**src/rtl/mem_arbiter_pkg.sv**
```systemverilog
// Purpose: shared types and constants for the I/D cache memory arbiter.
// Latency: n/a (declarations only).
// Backpressure: n/a.
package mem_arbiter_pkg;

    // Arbiter FSM encoding; IDLE is the only non-busy state.
    typedef enum logic [1:0] {
        IDLE = 2'd0,
        WB   = 2'd1,
        DRD  = 2'd2,
        IRD  = 2'd3
    } arb_state_t;

    localparam int PC_BITS_DEF   = 20;
    localparam int LINE_BITS_DEF = 128;

    // Line index width: one line holds 16 bytes, so the low 4 PC bits drop out.
    function automatic int line_addr_bits(input int pc_bits);
        return pc_bits - 4;
    endfunction

endpackage

```
**src/rtl/mem_arbiter.sv**
```systemverilog
// Purpose: shares one single-ported line-wide backing memory between I-fill, D-fill and D write-back.
// Latency: 1 cycle of arbitration (one IDLE cycle) per transaction, plus backing memory latency.
// Backpressure: requesters hold req/addr/data until their done pulse; one transaction outstanding.
//
// Ports:
//   clk, rst                     clock, synchronous active-high reset
//   Ic_mem_req/Ic_mem_addr       I-cache line read request; F_mem_inst/F_mem_valid return it
//   Dc_mem_req/Dc_mem_addr       D-cache line read request; MEM_data_line/MEM_mem_valid return it
//   Dc_wb_we/Dc_wb_addr/_wline   D-cache dirty write-back; Dc_wb_done acknowledges it
//   mem_req/we/addr/wline        backing memory request, held until mem_valid
//   mem_rline/mem_valid          backing memory read data and one-cycle completion pulse
module mem_arbiter
    import mem_arbiter_pkg::*;
#(
    parameter int PC_BITS    = PC_BITS_DEF,
    parameter int LINE_BITS  = LINE_BITS_DEF,
    parameter int STARVE_MAX = 4
) (
    input  logic                 clk,
    input  logic                 rst,
    input  logic                 Ic_mem_req,
    input  logic [PC_BITS-5:0]   Ic_mem_addr,
    output logic [LINE_BITS-1:0] F_mem_inst,
    output logic                 F_mem_valid,
    input  logic                 Dc_mem_req,
    input  logic [PC_BITS-5:0]   Dc_mem_addr,
    output logic [LINE_BITS-1:0] MEM_data_line,
    output logic                 MEM_mem_valid,
    input  logic                 Dc_wb_we,
    input  logic [PC_BITS-5:0]   Dc_wb_addr,
    input  logic [LINE_BITS-1:0] Dc_wb_wline,
    output logic                 Dc_wb_done,
    output logic                 mem_req,
    output logic                 mem_we,
    output logic [PC_BITS-5:0]   mem_addr,
    output logic [LINE_BITS-1:0] mem_wline,
    input  logic [LINE_BITS-1:0] mem_rline,
    input  logic                 mem_valid
);

    localparam int         AW         = line_addr_bits(PC_BITS);
    localparam logic [3:0] STARVE_LIM = 4'(STARVE_MAX);

    arb_state_t      state, state_nxt;
    logic [3:0]      starve_cnt, starve_nxt, starve_inc;
    logic [AW-1:0]   sel_addr;
    logic            launch;

    assign starve_inc = (starve_cnt >= STARVE_LIM) ? STARVE_LIM : starve_cnt + 4'd1;

    // Next state and starve counter. The starve check comes first so the
    // I-side wins once the D-side has taken STARVE_MAX grants in a row.
    always_comb begin
        state_nxt  = state;
        starve_nxt = starve_cnt;
        case (state)
            IDLE: begin
                if (Ic_mem_req && (starve_cnt == STARVE_LIM)) begin
                    state_nxt  = IRD;
                    starve_nxt = 4'd0;
                end else if (Dc_wb_we) begin
                    state_nxt  = WB;
                    starve_nxt = Ic_mem_req ? starve_inc : 4'd0;
                end else if (Dc_mem_req) begin
                    state_nxt  = DRD;
                    starve_nxt = Ic_mem_req ? starve_inc : 4'd0;
                end else if (Ic_mem_req) begin
                    state_nxt  = IRD;
                    starve_nxt = 4'd0;
                end else begin
                    starve_nxt = 4'd0;
                end
            end
            default: begin
                if (mem_valid) begin
                    state_nxt = IDLE;
                end
            end
        endcase
    end

    // Address of whichever requester is being granted this cycle.
    always_comb begin
        sel_addr = '0;
        case (state_nxt)
            WB:      sel_addr = Dc_wb_addr;
            DRD:     sel_addr = Dc_mem_addr;
            IRD:     sel_addr = Ic_mem_addr;
            default: sel_addr = '0;
        endcase
    end

    assign launch = (state == IDLE) && (state_nxt != IDLE);

    always_ff @(posedge clk) begin
        if (rst) begin
            state      <= IDLE;
            starve_cnt <= 4'd0;
            mem_req    <= 1'b0;
            mem_we     <= 1'b0;
            mem_addr   <= '0;
            mem_wline  <= '0;
        end else begin
            state      <= state_nxt;
            starve_cnt <= starve_nxt;
            if (launch) begin
                mem_req  <= 1'b1;
                mem_we   <= (state_nxt == WB);
                mem_addr <= sel_addr;
                if (state_nxt == WB) begin
                    mem_wline <= Dc_wb_wline;
                end
            end else if ((state != IDLE) && mem_valid) begin
                mem_req <= 1'b0;
                mem_we  <= 1'b0;
            end
        end
    end

    // Read data goes to both caches; only the qualified valid marks the owner.
    // A mem_valid seen in IDLE is masked off by the state qualification.
    assign F_mem_inst    = mem_rline;
    assign MEM_data_line = mem_rline;
    assign F_mem_valid   = mem_valid && (state == IRD);
    assign MEM_mem_valid = mem_valid && (state == DRD);
    assign Dc_wb_done    = mem_valid && (state == WB);

endmodule
```
**config.mk**
```make
export PLATFORM = sky130hd
export DESIGN_NAME = mem_arbiter
export DESIGN_NICKNAME = d
export VERILOG_FILES = /design/src/rtl/mem_arbiter_pkg.sv /design/src/rtl/mem_arbiter.sv
export SDC_FILE = /design/constraint.sdc
export NUM_CORES = 1
export LEC_CHECK = 0
export ABC_AREA = 1
export CORE_AREA = 3 3 276 278
export CTS_CLUSTER_DIAMETER = 120
export CTS_CLUSTER_SIZE = 10
export DETAILED_ROUTE_END_ITERATION = 12
export DIE_AREA = 0 0 279 281
export SLEW_MARGIN = 40
export SYNTH_ARGS = -nofsm -noshare
export SYNTH_HDL_FRONTEND = slang
export SYNTH_SLANG_ARGS = --single-unit
```
**constraint.sdc**
```tcl
create_clock -name clk -period 4.8 [get_ports clk]
set_input_delay 0.48 -clock clk [delete_from_list [all_inputs] [get_ports clk]]
set_output_delay 0.48 -clock clk [all_outputs]
set_load 0.1 [all_outputs]
```
==> summary.txt <==
VDD IR-drop max - 0.228 mV
DIE AREA - 78,400 um^2
CTS root buffer - clkbuf_16
cts hold-fix bufs - 0
crit end category - register
Synth area leader - dfxtp_1
Initial Utilization - 0.113
kind of critical path - reg2reg
hpwl dp - 24,500 um
DR vias/cell - 3.48
drt drc - 0
CTS Sinks - 152
Setup Total Neg Slack - 0 ns
synthesized area - 8360 um^2
core area - 74,200 um^2
GR Util All Layers - 0.0852
fmax - 374 MHz
CP Launch Type - register
Starting DRT DRC Count - 300
CTS max path bufs - 2
Die Ht - 281 um
FILL cells - 8,554
most numerous cell in the Yosys netlist - buf_4
Final period util - 0.557
vias in the first global route - 7,056
register area share after synthesis - 0.364
synth warn - 0
final hold violation count - 0
most common flop cell mapped by yosys - dfxtp_1
drt wl/cell - 16.5 um
Tmin final - 2.67 ns
post-synth top area share - 0.364
cell area power density - 466 nW/um^2
postcts setup bufs - 0
initial antenna violation count - 5
gpl congestion - 0.717
first-pass GRT wire length - 48,300 um
Critical Path AT - 3.07 ns
Post-DRT Antenna Nets - 0
Worst-path clk slew - 0.08 ns
worst-skew pair later-pin latency - 0.47 ns
Final Net Count - 1,426
share of layout cells above drive strength 1 - 0.181
CTS tree - done
num rows - 100
Final Core Density - 0.141
RSZ-0062 raised after global routing - no
R2R cell count - 12
hold depth - 2
Syn Nets - 1,407
Tightest Hold Check Type - in2reg
PortBufs - 330
largest net degree at the start of global routing - 106
grt ovf - 0
Worst Tran Pin Value - 0.801 ns
CTS H-Tree Depth - 4
Synth async-reset ratio - 0
CP required - 5.20 ns
area grow syn2layout - 25.4%
CTS buffer count - 17
Yosys reg bits - 152
Final Skew - 0.0101 ns
syn avg cell area - 7.64 um^2
Mapped Cells - 1,095
Max FO, Critical Path - 105
Slew headroom - 0.466
Setup-failing EPs final - 0
final WL - 34,500 um
count of cells resized by post-cts repair - 0
Max-Cap Viols - 0
Post-synth top cells - buf_4, nand2_1, dfxtp_1, a21oi_1, nand4_1
max-slew violation count - 0
synth top area cells - dfxtp_1, buf_4, nand4_1
distinct cell type count after synthesis - 28
Pleak - 4.03 nW
I/O pin count - 715
DRT Pass-1 Iters - 4
status - finished clean
Post-synth EDFFs - 0
Die Width - 279 um
via count - 7,293
[worst max-delay path, stage by stage, from the launching register on]
cell     delay, ns
dfxtp_1       0.35
inv_1         0.07
ha_1          0.20
nand2_1       0.06
inv_1         0.05
nand2_2       0.11
nand3_2       0.11
nand2_1       0.17
nand2_8       0.25
nand3_4       0.39
buf_12        0.43
nand2_1       0.12
a21oi_1       0.14
[path summary, 6_finish.rpt]
| check | slack (ns) | end | startpoint |
|---|---|---|---|
| worst min-delay path | 0.42 | state[0] | rst |
| worst max-delay path | 2.13 | mem_wline[44] | starve_cnt[0] |
| worst min register to register | 0.46 | mem_wline[10] | mem_wline[10] |
| worst max register to register | 2.13 | mem_wline[44] | starve_cnt[0] |
[power by group]
| part | internal, W | switching (W) |
|---|---|---|
| clock | 0.000799 | 0.000678 |
| combinational | 0.000396 | 0.00155 |
| sequential | 0.00140 | 0.0000683 |
[routing by layer]
| layer | part of all wire | routed length [um] | global-route usage | up-vias |
|---|---|---|---|---|
| met2 | 0.40 | 13900 | 0.115 | 493 |
| met4 | 0.051 | 1770 | 0.0543 | 4 |
| met5 | 0.0030 | 104 | 0.00855 | - |
| met1 | 0.41 | 14200 | 0.0986 | 3230 |
| met3 | 0.13 | 4610 | 0.0533 | 128 |
| li1 | - | - | - | 3438 |
[registers in the layout, summed over array words and instances, names as in the netlist]
name and flops:
mem_wline 128, mem_addr 16, starve_cnt 4, state 2, mem_req 1, mem_we 1
[cell families after synthesis]
group,count (synthesis),synth area share
AO/OA/AOI/OAI,141,0.0878
adder cells (fa/ha/maj),2,0.00299
buffers and inverters,369,0.301
flip-flops,152,0.364
AND/OR/NAND/NOR,431,0.245
[layout by cell type, fill, tap and decap left out, types with 2 or more instances in the layout]
cell,n
buf_2,141
clkinv_4,3
clkinv_2,2
inv_1,26
nand2_1,202
o21ai_0,2
dfxtp_1,152
nor2_4,2
ha_1,2
nor2_1,40
nor3_1,3
clkbuf_16,17
inv_6,4
nand4_1,129
clkinvlp_4,3
clkdlybuf4s50_1,180
nand3_1,49
buf_12,2
bufinv_16,2
buf_4,16
clkbuf_8,2
a21oi_1,133
[layout make-up]
class                   instances  area (um^2)  share of cell area
clock buffers                  19          453              0.0432
multi-input cells             574         2840               0.271
diodes                          1         2.50            0.000239
repair buffers                340         2680               0.255
clock inverters                13          145              0.0138
flip-flops and latches        152         3040               0.290
inverters                      29          114              0.0109
well taps                     969         1210               0.116
[through the flow]
stage / power (W) / instance area (um^2) / setup WS, ns / instances / hold WS, ns
floorplan: 0.00399 / 8360 / 1.75 / 1095 / 0.454
finish: 0.00488 / 10500 / 2.13 / 2097 / 0.424
detailed placement: 0.00345 / 9880 / 1.68 / 2064 / 0.450
global placement: 0.00357 / 10600 / 1.75 / 2064 / 0.448
CTS: 0.00501 / 10500 / 2.06 / 2096 / 0.410
global route: 0.00515 / 10500 / 1.85 / 2096 / 0.413
Note: power is estimated with default switching activity, not from simulation.
